--- config.mk ---
export PLATFORM = sky130hd
export DESIGN_NAME = dsp_mac_ctrl_flat
export DESIGN_NICKNAME = d
export VERILOG_FILES = /design/src/rtl/dsp_mac_pkg.sv /design/src/rtl/dsp_mac_ctrl_if.sv /design/src/rtl/dsp_mac_vpipe.sv /design/src/rtl/dsp_mac_ctrl.sv /design/src/flat_wrapper.sv
export SDC_FILE = /design/constraint.sdc
export NUM_CORES = 1
export LEC_CHECK = 0
export CORE_MARGIN = 1
export CORE_UTILIZATION = 40
export CTS_CLUSTER_SIZE = 28
export DETAILED_ROUTE_END_ITERATION = 10
export MAX_ROUTING_LAYER = met4
export PLACE_DENSITY_LB_ADDON = 0.3
export SLEW_MARGIN = 10
export SYNTH_ARGS = -nofsm -noshare
export SYNTH_HDL_FRONTEND = slang
export SYNTH_HIERARCHICAL = 1
export SYNTH_SLANG_ARGS = --single-unit
--- constraint.sdc ---
create_clock -name CLK -period 2.26 [get_ports CLK]
set_input_delay 0.226 -clock CLK [delete_from_list [all_inputs] [get_ports CLK]]
set_output_delay 0.226 -clock CLK [all_outputs]
set_load 0.01 [all_outputs]
--- src/rtl/dsp_mac_pkg.sv ---
// rtl/dsp_mac_pkg.sv - OPMODE constants, latency and pipe stage type for the DSP MAC controller
package dsp_mac_pkg;

  localparam int P_LAT = 3;

  // X=M, Z=0 for the first product of a frame; X=M, Z=P to accumulate.
  localparam logic [7:0] OPM_FIRST = 8'h01;
  localparam logic [7:0] OPM_ACC   = 8'h09;
  localparam logic [7:0] OPM_IDLE  = 8'h00;

  typedef struct packed {
    logic valid;
    logic first;
    logic last;
  } stage_t;

endpackage

--- src/rtl/dsp_mac_ctrl_if.sv ---
// rtl/dsp_mac_ctrl_if.sv - operand/result streams and DSP slice pins of the MAC controller
interface dsp_mac_ctrl_if #(
  parameter int CNT_W = 16
);

  logic             in_valid;
  logic             in_ready;
  logic [17:0]      in_a;
  logic [17:0]      in_b;
  logic             in_last;

  logic             out_valid;
  logic             out_ready;
  logic [47:0]      out_p;
  logic [CNT_W-1:0] out_count;

  logic [17:0]      dsp_a;
  logic [17:0]      dsp_b;
  logic [7:0]       dsp_opmode;
  logic             dsp_cea;
  logic             dsp_ceb;
  logic             dsp_cem;
  logic             dsp_ceopmode;
  logic             dsp_cep;
  logic             dsp_rst;
  logic [47:0]      dsp_p;

  modport slave (
    input  in_valid, in_a, in_b, in_last, out_ready, dsp_p,
    output in_ready, out_valid, out_p, out_count,
    output dsp_a, dsp_b, dsp_opmode, dsp_cea, dsp_ceb, dsp_cem, dsp_ceopmode, dsp_cep, dsp_rst
  );

  modport master (
    output in_valid, in_a, in_b, in_last, out_ready, dsp_p,
    input  in_ready, out_valid, out_p, out_count,
    input  dsp_a, dsp_b, dsp_opmode, dsp_cea, dsp_ceb, dsp_cem, dsp_ceopmode, dsp_cep, dsp_rst
  );

endinterface

--- src/rtl/dsp_mac_vpipe.sv ---
// rtl/dsp_mac_vpipe.sv - valid/first/last shift register tracking pairs through the slice registers
module dsp_mac_vpipe
  import dsp_mac_pkg::*;
#(
  parameter int DEPTH = P_LAT
) (
  input  logic                   clk,
  input  logic                   rst_n,
  input  stage_t                 s0,
  output stage_t [DEPTH-1:1]     stg
);

  stage_t [DEPTH-1:1] stg_q;
  stage_t [DEPTH-1:1] stg_d;

  always_comb begin
    stg_d    = stg_q;
    stg_d[1] = s0;
    for (int i = 2; i < DEPTH; i++) begin
      stg_d[i] = stg_q[i-1];
    end
  end

  always_ff @(posedge clk or negedge rst_n) begin
    if (!rst_n) begin
      stg_q <= '0;
    end else begin
      stg_q <= stg_d;
    end
  end

  assign stg = stg_q;

endmodule

--- src/rtl/dsp_mac_ctrl.sv ---
// rtl/dsp_mac_ctrl.sv - drives an 18x18 DSP slice to accumulate framed operand pairs
// and holds each frame's dot product until the consumer takes it.
module dsp_mac_ctrl #(
  parameter int CNT_W = 16,
  parameter int P_LAT = 3
) (
  input  logic          CLK,
  input  logic          RST_N,
  dsp_mac_ctrl_if.slave bus
);

  import dsp_mac_pkg::*;

  stage_t               s0;
  stage_t [P_LAT-1:1]   stg;

  logic                 in_fire;
  logic                 in_ready;
  logic                 last_inflight;
  logic                 dsp_rst;
  logic                 unused_first;

  logic                 first_q, first_d;
  logic [CNT_W-1:0]     cnt_q, cnt_d;
  logic                 cap_q, cap_d;
  logic                 out_valid_q, out_valid_d;
  logic [47:0]          out_p_q, out_p_d;
  logic [CNT_W-1:0]     out_count_q, out_count_d;
  logic [1:0]           rst_sync_q, rst_sync_d;

  // Slice sync registers stay in reset one cycle beyond RST_N release.
  assign dsp_rst = ~rst_sync_q[1];

  always_comb begin
    last_inflight = cap_q;
    for (int i = 1; i < P_LAT; i++) begin
      last_inflight = last_inflight | (stg[i].valid & stg[i].last);
    end
  end

  assign in_ready = ~dsp_rst & ~last_inflight & ~(out_valid_q & ~bus.out_ready);
  assign in_fire  = bus.in_valid & in_ready;

  assign s0.valid = in_fire;
  assign s0.first = in_fire & first_q;
  assign s0.last  = in_fire & bus.in_last;

  dsp_mac_vpipe #(
    .DEPTH (P_LAT)
  ) u_vpipe (
    .clk   (CLK),
    .rst_n (RST_N),
    .s0    (s0),
    .stg   (stg)
  );

  assign unused_first = stg[P_LAT-1].first;

  always_comb begin
    first_d     = first_q;
    cnt_d       = cnt_q;
    cap_d       = stg[P_LAT-1].valid & stg[P_LAT-1].last;
    out_valid_d = out_valid_q & ~bus.out_ready;
    out_p_d     = out_p_q;
    out_count_d = out_count_q;
    rst_sync_d  = {rst_sync_q[0], 1'b1};

    if (in_fire) begin
      first_d = bus.in_last;
      if (first_q) begin
        cnt_d = CNT_W'(1);
      end else if (cnt_q != {CNT_W{1'b1}}) begin
        cnt_d = cnt_q + CNT_W'(1);
      end
    end

    // P is valid one cycle after the last product's CEP; new frames are held
    // off until here, so cnt_q still holds this frame's count.
    if (cap_q) begin
      out_valid_d = 1'b1;
      out_p_d     = bus.dsp_p;
      out_count_d = cnt_q;
    end
  end

  always_ff @(posedge CLK or negedge RST_N) begin
    if (!RST_N) begin
      first_q     <= 1'b1;
      cnt_q       <= '0;
      cap_q       <= 1'b0;
      out_valid_q <= 1'b0;
      out_p_q     <= '0;
      out_count_q <= '0;
      rst_sync_q  <= '0;
    end else begin
      first_q     <= first_d;
      cnt_q       <= cnt_d;
      cap_q       <= cap_d;
      out_valid_q <= out_valid_d;
      out_p_q     <= out_p_d;
      out_count_q <= out_count_d;
      rst_sync_q  <= rst_sync_d;
    end
  end

  assign bus.in_ready     = in_ready;
  assign bus.out_valid    = out_valid_q;
  assign bus.out_p        = out_p_q;
  assign bus.out_count    = out_count_q;

  assign bus.dsp_a        = bus.in_a;
  assign bus.dsp_b        = bus.in_b;
  assign bus.dsp_cea      = in_fire;
  assign bus.dsp_ceb      = in_fire;
  assign bus.dsp_cem      = stg[1].valid;
  assign bus.dsp_ceopmode = 1'b1;
  assign bus.dsp_cep      = stg[P_LAT-1].valid;
  assign bus.dsp_rst      = dsp_rst;
  assign bus.dsp_opmode   = !stg[1].valid ? OPM_IDLE :
                            stg[1].first  ? OPM_FIRST : OPM_ACC;

endmodule

--- src/flat_wrapper.sv ---
// flat-port wrapper written by rule: the top's interface ports become plain ports
module dsp_mac_ctrl_flat import dsp_mac_pkg::*;
#(
  parameter int CNT_W = 16,
  parameter int P_LAT = 3
)
  (CLK, RST_N, bus_in_valid, bus_in_a, bus_in_b, bus_in_last, bus_out_ready, bus_dsp_p, bus_in_ready, bus_out_valid, bus_out_p, bus_out_count, bus_dsp_a, bus_dsp_b, bus_dsp_opmode, bus_dsp_cea, bus_dsp_ceb, bus_dsp_cem, bus_dsp_ceopmode, bus_dsp_cep, bus_dsp_rst);
  dsp_mac_ctrl_if #(.CNT_W(CNT_W)) bus_i ();
  input  logic CLK;
  input  logic RST_N;
  input wire logic [$bits(bus_i.in_valid)-1:0] bus_in_valid;
  input wire logic [$bits(bus_i.in_a)-1:0] bus_in_a;
  input wire logic [$bits(bus_i.in_b)-1:0] bus_in_b;
  input wire logic [$bits(bus_i.in_last)-1:0] bus_in_last;
  input wire logic [$bits(bus_i.out_ready)-1:0] bus_out_ready;
  input wire logic [$bits(bus_i.dsp_p)-1:0] bus_dsp_p;
  output wire logic [$bits(bus_i.in_ready)-1:0] bus_in_ready;
  output wire logic [$bits(bus_i.out_valid)-1:0] bus_out_valid;
  output wire logic [$bits(bus_i.out_p)-1:0] bus_out_p;
  output wire logic [$bits(bus_i.out_count)-1:0] bus_out_count;
  output wire logic [$bits(bus_i.dsp_a)-1:0] bus_dsp_a;
  output wire logic [$bits(bus_i.dsp_b)-1:0] bus_dsp_b;
  output wire logic [$bits(bus_i.dsp_opmode)-1:0] bus_dsp_opmode;
  output wire logic [$bits(bus_i.dsp_cea)-1:0] bus_dsp_cea;
  output wire logic [$bits(bus_i.dsp_ceb)-1:0] bus_dsp_ceb;
  output wire logic [$bits(bus_i.dsp_cem)-1:0] bus_dsp_cem;
  output wire logic [$bits(bus_i.dsp_ceopmode)-1:0] bus_dsp_ceopmode;
  output wire logic [$bits(bus_i.dsp_cep)-1:0] bus_dsp_cep;
  output wire logic [$bits(bus_i.dsp_rst)-1:0] bus_dsp_rst;
  assign bus_i.in_valid = bus_in_valid;
  assign bus_i.in_a = bus_in_a;
  assign bus_i.in_b = bus_in_b;
  assign bus_i.in_last = bus_in_last;
  assign bus_i.out_ready = bus_out_ready;
  assign bus_i.dsp_p = bus_dsp_p;
  assign bus_in_ready = bus_i.in_ready;
  assign bus_out_valid = bus_i.out_valid;
  assign bus_out_p = bus_i.out_p;
  assign bus_out_count = bus_i.out_count;
  assign bus_dsp_a = bus_i.dsp_a;
  assign bus_dsp_b = bus_i.dsp_b;
  assign bus_dsp_opmode = bus_i.dsp_opmode;
  assign bus_dsp_cea = bus_i.dsp_cea;
  assign bus_dsp_ceb = bus_i.dsp_ceb;
  assign bus_dsp_cem = bus_i.dsp_cem;
  assign bus_dsp_ceopmode = bus_i.dsp_ceopmode;
  assign bus_dsp_cep = bus_i.dsp_cep;
  assign bus_dsp_rst = bus_i.dsp_rst;
  dsp_mac_ctrl #(.CNT_W(CNT_W), .P_LAT(P_LAT)) u_core (.CLK(CLK), .RST_N(RST_N), .bus(bus_i));
endmodule
==> results of run 1 <==
-- worst min path at each step --
stage                    startpoint                      end  slack (ns)  cells past startpoint
4_1_cts        u_core/rst_sync_q[0]     u_core/rst_sync_q[1]        0.37                      0
3_3_place_gp                  RST_N     u_core/bus.out_p[21]        0.26                      1
6_report       u_core/rst_sync_q[0]     u_core/rst_sync_q[1]        0.36                      0
3_5_place_dp                  RST_N     u_core/bus.out_p[21]        0.26                      1
5_1_grt        u_core/rst_sync_q[0]     u_core/rst_sync_q[1]        0.39                      0
2_1_floorplan                 RST_N  u_core/bus.out_count[0]       -0.07                      0
-- cell type report --
| cell class | instances | share of cell area (%) |
|---|---|---|
| Clock buffer | 9 | 2.31 |
| Timing Repair Buffer | 132 | 24.6 |
| Clock inverter | 7 | 1.42 |
| Multi-Input combinational cell | 167 | 25.8 |
| Tap cell | 133 | 3.10 |
| Inverter | 12 | 0.839 |
| Sequential cell | 90 | 42.0 |
-- flip-flops by register name (all words and copies together), names as in the netlist --
| signal | cells |
|---|---|
| u_core/bus.out_valid | 1 |
| u_core/cnt_q | 16 |
| u_core/cap_q | 1 |
| u_core/first_q | 1 |
| u_core/rst_sync_q | 2 |
| u_core/bus.out_count | 16 |
| u_core/bus.out_p | 48 |
| u_core/u_vpipe/stg | 5 |
-- worst max-delay path, stage by stage, from the launching register on --
cell and delay, ns:
dfrtp_1 0.43, a22oi_1 0.25, nand4_1 0.20, inv_2 0.13
clkdlybuf4s50_1 0.54
-- power groups by stage --
stage,Sequential (mW),Combinational [mW],Clock [mW]
floorplan,2.44,0.689,0
finish,2.33,1.63,1.11
CTS,2.33,1.65,1.17
global route,2.40,1.78,1.22
detailed placement,2.36,1.64,0
global placement,2.35,1.61,0
-- metal layers --
layer | GRT usage (%) | wire length [um] | vias up
met5 | - | 0 | -
met3 | 6.03 | 681 | 8
met2 | 28.8 | 4200 | 131
li1 | - | - | 1256
met4 | 6.04 | 85 | 0
met1 | 19.8 | 3540 | 1358
-- metrics by stage --
step / utilization [%] / total power, mW / setup slack (ns)
CTS: 54.7 / 5.15 / 0.0723
floorplan: - / 3.13 / 0.549
global placement: 52.5 / 3.96 / 0.300
finish: 54.7 / 5.07 / 0.153
global route: 54.7 / 5.40 / 0.0231
detailed placement: 52.5 / 4.01 / 0.309
-- repair_timing --
| action | 4_1_cts | 5_1_grt |
|---|---|---|
| gates resized for setup | 0 | 2 |
| hold buffers | 1 | 0 |
| buffers inserted | 0 | 0 |
| endpoints found under the setup margin | 0 | 2 |
| endpoints found under the hold margin | 39 | 0 |
==> impl_results.md, run 1 <==
- Setup-failing EPs final: 0
- CTS Root Cell: clkbuf_8
- CTS tree: built
- R2R depth: 5
- HP Class: flop to flop
- Final WL: 8510 um
- Reg-to-reg slack, setup: 0.40 ns
- Leak Pwr: 2.31 nW
- Register share of total power: 45.9%
- Layout cells sized above 1: 23.7%
- Worst vdd ir: 0.000634 V
- # H-tree levels: 3
- Max-cap violations: 0
- Crit path required time: 2.03 ns
- Routability cong.: 0.814
- Worst Path Arrival: 1.88 ns
- Reg2reg end: u_core/cnt_q[14]
- GRT overflow: 0
- CTS Buf Count: 9
- Max-slew headroom: 44.5%
- Via density: 5.01
- FILL cells: 885
- Pwr per Cell Area: 944 nW/um^2
- PortBufs: 125
- CORE AREA: 9820 sq um
- Min Tclk post-route: 2.11 ns
- Initial DRC count: 100
- Largest net degree at the start of global routing: 66
- DPL Wire Length: 5850 um
- Setup crit end kind: primary output
- Gate Count Post-Synth: 320
- RSZ-0062 raised after global routing: no
- Via count: 2753
- Setup TNS: 0 ns
- Die ar.: 10600 sq um
- Die H: 103 um
- Clk pin slew, worst setup/hold paths: 0.09 ns
- Max clock buf depth: 2
- Fin. Hold Viols: 0
- CP startpoint: u_core/u_vpipe/stg[2]
- Antenna-violating nets left: 0
- Max-slew violation count: 0
- Fin cells: 550
- Synth Warn #: 6
- Status: finished clean
- Dpl cells: 533
- Worst Max-Slew Pin Slew: 0.832 ns
- Register area: 2250 sq um
- Post-route cell area: 5370 sq um
- CP Class: flop to primary output
- Number of nets in the layout: 502
- Comb power frac: 32.2%
- Routed length per placed instance: 15.5 um
- Commonest non-fill, non-tap cell in the layout: clkdlybuf4s50_1
- Crit-path max FO: 5
- Std cell rows: 36
- First-pass GRT wire length: 13500 um
- Initial DRT Pass Iterations: 4
- CP Launch Type: flop
- Multi-input combinational cell area: 1380 sq um
- Post-synthesis average cell area: 12.7 sq um
- Sw Share: 30.0%
- Clock skew: 0.00850 ns
- Maximum clock rate: 0.475 GHz
- Commonest non-fill, non-tap cells in the layout: 123 x clkdlybuf4s50_1, 88 x dfrtp_1, 64 x mux2_2
- Diode count: 0
- Die Wd: 103 um
- # DRC: 0
- Clock group share of total power: 21.9%
- Total net switching power: 1.52 mW
- Post-DP Area: 5160 sq um
- # IOs: 205
- Worst setup path end: bus_dsp_ceb
- Vias in the first global route: 2800
- Reg2Reg Launch Point: u_core/cnt_q[0]
- Initial antenna violation count: 0
- Initial Util: 41.3%
- Area grow syn2layout: 32.3%
- Clock Latency Late Sink: 0.35 ns
- Total global-route track usage: 17.5%
- # clock sinks: 90
- Tcrit/Tclk final: 93.2%
- Synth Cell Area: 4060 sq um
- Smallest hold slack: 0.364 ns
- Internal power: 3.55 mW
Note: power is estimated with default switching activity, not from simulation.
==> run 2, diff against run 1 <==
--- a/config.mk
+++ b/config.mk
@@ -5,6 +5,7 @@
 export SDC_FILE = /design/constraint.sdc
 export NUM_CORES = 1
 export LEC_CHECK = 0
+export CORE_ASPECT_RATIO = 0.9
 export CORE_MARGIN = 1
 export CORE_UTILIZATION = 40
 export CTS_CLUSTER_SIZE = 28
==> run 2 against run 1 <==
Routed wire length is 1.8% lower; clock power about the same; worst hold slack lost 0.0028 ns; via count shrank 1.5%; final area rose by 0.12%; worst setup slack improved by 0.0070 ns; final cell count is 1.3% lower; first-iteration DRC count increased by 97%; die area about the same; critical path depth unchanged; non-clock buffer count stayed put; highest routed layer unchanged.
==> impl_results.md, run 2 (same netlist as run 1, synthesis figures left out) <==
- Fin. Hold Viols: 0 (unchanged)
- CTS tree: built
- Vias in the first global route: 2680 (-4.3%)
- Total global-route track usage: 16.8% (-0.67 points)
- Internal power: 3.60 mW (+1.6%)
- Final WL: 8350 um (-1.8%)
- Leak Pwr: 2.31 nW (about the same)
- Diode count: 0 (unchanged)
- HP Class: flop to flop
- Pwr per Cell Area: 949 nW/um^2 (+0.56%)
- Setup-failing EPs final: 0 (unchanged)
- Slowest-stage cell, CP: clkdlybuf4s50_1
- Post-route cell area: 5380 sq um (+0.12%)
- Post-DP Area: 5150 sq um (-0.17%)
- Die ar.: 10600 sq um (about the same)
- Antenna-violating nets left: 0 (unchanged)
- Clock Latency Late Sink: 0.36 ns (about the same)
- Register share of total power: 45.6% (-0.3 points)
- Initial Util: 41.7% (+0.33 points)
- Min Tclk post-route: 2.10 ns (-0.00699 ns)
- Clock skew: 0.00992 ns (+0.00142 ns)
- CP Class: flop to primary output
- Tcrit/Tclk final: 92.9% (-0.31 points)
- Std cell rows: 34 (-5.6%)
- Sw Share: 29.3% (-0.67 points)
- CTS Root Cell: clkbuf_8
- Worst Max-Slew Pin Slew: 0.821 ns (-0.0113 ns)
- Layout cells sized above 1: 24.0% (+0.24 points)
- Area grow syn2layout: 32.5%
- Place WS: 0.308 ns (-0.000748 ns)
- Commonest non-fill, non-tap cells in the layout: 124 x clkdlybuf4s50_1, 88 x dfrtp_1, 64 x mux2_2
- Die H: 97.6 um (-5.0%)
- RSZ-0062 raised after global routing: no
- FILL cells: 874 (-1.2%)
- Max incr delay on CP: 0.55 ns (about the same)
- Max-slew violation count: 0 (unchanged)
- Crit path buf inv count: 2 (unchanged)
- Die Wd: 108 um (+5.3%)
- Smallest hold slack: 0.362 ns (-0.00284 ns)
- DPL Wire Length: 5770 um (-1.3%)
- Via count: 2712 (-1.5%)
- Status: finished clean
- Routed length per placed instance: 15.4 um (-0.52%)
- PortBufs: 125 (unchanged)
- Comb power frac: 32.0% (-0.2 points)
- CORE AREA: 9740 sq um (-0.79%)
- # clock sinks: 90 (unchanged)
- Max-slew headroom: 45.3% (+0.75 points)
- # DRC: 0 (unchanged)
- Max-cap violations: 0 (unchanged)
- Util after Layout: 55.2% (+0.50 points)
- Clock group share of total power: 22.3% (+0.4 points)
- # IOs: 205 (unchanged)
- GRT overflow: 0 (unchanged)
- Routability cong.: 0.795 (-2.3%)
- Setup TNS: 0 ns (unchanged)
- # H-tree levels: 3 (unchanged)
- Total net switching power: 1.50 mW (-1.6%)
- Max clock buf depth: 2 (unchanged)
- CTS Buf Count: 9 (unchanged)
- Via density: 4.99 (-0.22%)
- CP cell instances: a22oi_2, nand4_1, inv_2, clkdlybuf4s50_1
- Crit path required time: 2.03 ns (about the same)
- Worst vdd ir: 0.000674 V (+6.4%)
- Initial antenna violation count: 0 (unchanged)
- Clk pin slew, worst setup/hold paths: 0.09 ns (about the same)
- Max FFs per register: 48 (unchanged)
- Post-CTS Repair Setup Buffers: 0 (unchanged)
- Maximum clock rate: 0.476 GHz (+0.33%)
- Worst Path Arrival: 1.87 ns (about the same)
- Commonest non-fill, non-tap cell in the layout: clkdlybuf4s50_1
- Setup crit end kind: primary output
- First-pass GRT wire length: 13400 um (-1.0%)
- Final worst slack: 0.160 ns (+0.00699 ns)
- Initial DRC count: 197 (+97%)
- Largest net degree at the start of global routing: 66 (unchanged)
- Initial DRT Pass Iterations: 4 (unchanged)
- CP Launch Type: flop
- Crit-path max FO: 5 (unchanged)
- Number of nets in the layout: 502 (unchanged)
- Delay-heaviest family, CP: buffers and inverters
==> run 2: stage by stage <==
step | power (mW) | cells
finish | 5.10 | 543
global route | 5.42 | 543
CTS | 5.18 | 543
detailed placement | 4.01 | 526
global placement | 3.96 | 526
floorplan | 3.13 | 326
==> run 2: path summary, 6_finish.rpt <==
path / start / end / slack [ns] / cells past startpoint
setup / recovery: u_core/u_vpipe/stg[2] / bus_dsp_cea / 0.16 / 4
hold / removal: u_core/rst_sync_q[0] / u_core/rst_sync_q[1] / 0.36 / 0
setup reg to reg: u_core/cnt_q[0] / u_core/cnt_q[14] / 0.45 / 5
hold reg to reg: u_core/rst_sync_q[0] / u_core/rst_sync_q[1] / 0.36 / 0
max in group asynchronous: RST_N / u_core/bus.out_p[45] / 1.21 / 3
min in group asynchronous: RST_N / u_core/bus.out_p[22] / 0.42 / 2
==> run 2: power groups by stage <==
stage	Sequential, mW	Clock, mW	Combinational (mW)
global route	2.40	1.26	1.77
finish	2.33	1.14	1.63
global placement	2.34	0	1.61
detailed placement	2.36	0	1.64
CTS	2.33	1.19	1.66
floorplan	2.44	0	0.689
==> run 2: cell type report <==
type	count	area [sq um]	share of cell area [%]
sequential	90	2250	41.9
timing repair buffer	132	1320	24.5
clock buffer	11	151	2.82
clock inverter	5	61.3	1.14
inverter	12	45.0	0.838
multi-input combinational	167	1390	25.8
tap	126	158	2.93
==> run 2: metal layers <==
metal | vias up | wire [um] | track usage (%)
met5 | - | 0 | -
met4 | 0 | 123 | 5.16
met3 | 22 | 635 | 5.10
met2 | 115 | 3860 | 24.9
met1 | 1324 | 3730 | 22.0
li1 | 1251 | - | -
==> run 2: what timing repair did <==
| action | CTS | global route |
|---|---|---|
| endpoints found under the setup margin | 0 | 2 |
| gates resized for setup | 0 | 2 |
| hold endpoints to repair | 44 | 0 |
| hold buffers | 1 | 0 |
==> run 3, diff against run 2 <==
--- a/config.mk
+++ b/config.mk
@@ -12,6 +12,7 @@
 export DETAILED_ROUTE_END_ITERATION = 10
 export MAX_ROUTING_LAYER = met4
 export PLACE_DENSITY_LB_ADDON = 0.3
+export SETUP_SLACK_MARGIN = 0.05
 export SLEW_MARGIN = 10
 export SYNTH_ARGS = -nofsm -noshare
 export SYNTH_HDL_FRONTEND = slang
==> run 3 against run 2 <==
Sequential power about the same; largest power group unchanged; routed wire length decreased by 0.13%; highest routed layer unchanged; final cell count increased by 0.37%.
==> impl_results.md, run 3 (same netlist as run 1, synthesis figures left out) <==
- # DRC: 0 (unchanged)
- Vias in the first global route: 2680 (unchanged)
- Total global-route track usage: 16.8% (unchanged)
- Antenna-violating nets left: 0 (unchanged)
- Smallest hold slack: 0.361 ns (-0.000959 ns)
- Setup TNS: 0 ns (unchanged)
- # H-tree levels: 3 (unchanged)
- CTS Buf Count: 9 (unchanged)
- Leak Pwr: 2.33 nW (+1.0%)
- RSZ-0062 raised after global routing: no
- Clock skew: 0.00946 ns (-0.000458 ns)
- Tcrit/Tclk final: 91.4% (-1.5 points)
- Clock Latency Late Sink: 0.35 ns (about the same)
- CP Launch Type: flop
- Largest net degree at the start of global routing: 66 (unchanged)
- Initial antenna violation count: 0 (unchanged)
- HP Class: flop to flop
- Number of nets in the layout: 504 (+0.40%)
- CTS Root Cell: clkbuf_8
- Min Tclk post-route: 2.07 ns (-0.0342 ns)
- Fin. Hold Viols: 0 (unchanged)
- DPL Wire Length: 5770 um (unchanged)
- Setup-failing EPs final: 0 (unchanged)
- Max-slew violation count: 0 (unchanged)
- Post-DP Area: 5150 sq um (unchanged)
- CTS tree: built
- Layout cells sized above 1: 24.6% (+0.60 points)
- CORE AREA: 9740 sq um (unchanged)
- Routed length per placed instance: 15.3 um (-0.50%)
- Via count: 2727 (+0.55%)
- Initial Util: 41.7% (unchanged)
- Clk pin slew, worst setup/hold paths: 0.09 ns (about the same)
- Setup crit end kind: primary output
- Final WL: 8340 um (-0.13%)
- Pwr per Cell Area: 946 nW/um^2 (-0.33%)
- # clock sinks: 90 (unchanged)
- Crit path required time: 2.03 ns (about the same)
- Diode count: 0 (unchanged)
- Std cell rows: 34 (unchanged)
- Commonest non-fill, non-tap cell in the layout: clkdlybuf4s50_1
- Max-cap violations: 0 (unchanged)
- # IOs: 205 (unchanged)
- Die ar.: 10600 sq um (unchanged)
- Max FFs per register: 48 (unchanged)
- Via density: 5.00 (+0.18%)
- Post-route cell area: 5390 sq um (+0.35%)
- FILL cells: 870 (-0.46%)
- First-pass GRT wire length: 13400 um (unchanged)
- Area grow syn2layout: 32.9%
- Routability cong.: 0.795 (unchanged)
- Worst Max-Slew Pin Slew: 0.822 ns (+0.00130 ns)
- Crit-path max FO: 5 (unchanged)
- Die H: 97.6 um (unchanged)
- Maximum clock rate: 0.484 GHz (+1.7%)
- Die Wd: 108 um (unchanged)
- Initial DRT Pass Iterations: 4 (unchanged)
- Commonest non-fill, non-tap cells in the layout: 123 x clkdlybuf4s50_1, 87 x dfrtp_1, 64 x mux2_2
- Max-slew headroom: 45.2% (-0.087 points)
- Status: finished clean
- GRT overflow: 0 (unchanged)
- Worst vdd ir: 0.000672 V (-0.25%)
- Initial DRC count: 168 (-15%)
- PortBufs: 125 (unchanged)
- Worst Path Arrival: 1.84 ns (-0.03 ns)
- Max clock buf depth: 2 (unchanged)
- CP Class: flop to primary output
-- run 3: cell count changes in the layout (fill, tap and decap cells not counted) --
cell,before,now
buf_4,6,8
dfrtp_1,88,87
dlymetal6s2s_1,0,1
dfrtp_2,1,2
clkdlybuf4s50_1,124,123
-- run 3: report_power, final --
part / internal (mW) / switching (mW)
logic: 1.02 / 0.622
registers: 2.01 / 0.311
clock network: 0.578 / 0.562
-- run 3: critical path, stage by stage, from the launching register on --
cell	delay [ns]
dfrtp_2	0.45
a22oi_2	0.21
nand4_1	0.16
inv_2	0.12
clkdlybuf4s50_1	0.54
-- run 3: worst paths after layout --
check                                 startpoint                   end  slack, ns  depth (start not counted)
setup / recovery           u_core/u_vpipe/stg[2]           bus_dsp_ceb       0.19                          4
hold / removal              u_core/rst_sync_q[0]  u_core/rst_sync_q[1]       0.36                          0
setup reg to reg                 u_core/cnt_q[0]      u_core/cnt_q[14]       0.41                          5
hold reg to reg             u_core/rst_sync_q[0]  u_core/rst_sync_q[1]       0.36                          0
max in group asynchronous                  RST_N  u_core/bus.out_p[45]       1.21                          3
min in group asynchronous                  RST_N  u_core/bus.out_p[22]       0.42                          2
-- run 3: per-layer routing --
metal  track usage, %  part of all wire (%)  routed length [um]
met4             5.16                   1.5                 123
met3             5.10                   7.6                 630
met1             22.0                    45                3720
met5                -                     0                   0
met2             24.9                    46                3870
-- run 3: timing repair --
action / CTS / global route
cloned: 0 / 0
buffers inserted: 0 / 2
pin swaps: 0 / 1
resized for setup: 1 / 3
hold buffers: 1 / 0
endpoints found under the setup margin: 2 / 2
endpoints found under the hold margin: 44 / 0
-- run 3: final cells by class --
| cell class | instances | area, sq um | share of cell area (%) |
|---|---|---|---|
| Inverter | 12 | 45.0 | 0.835 |
| Clock buffer | 11 | 151 | 2.81 |
| Timing Repair Buffer | 134 | 1330 | 24.7 |
| Multi-Input combinational cell | 167 | 1390 | 25.7 |
| Clock inverter | 5 | 61.3 | 1.14 |
| Tap cell | 126 | 158 | 2.92 |
| Sequential cell | 90 | 2260 | 41.8 |
-- run 3: through the flow --
stage	std cells	power [mW]	utilization [%]	setup slack [ns]
after detailed placement	526	4.01	52.8	0.308
after CTS	543	5.18	55.1	0.0665
after global placement	526	3.96	52.8	0.310
after floorplan	326	3.13	-	0.549
final	545	5.10	55.4	0.194
after global routing	545	5.43	55.4	0.0685
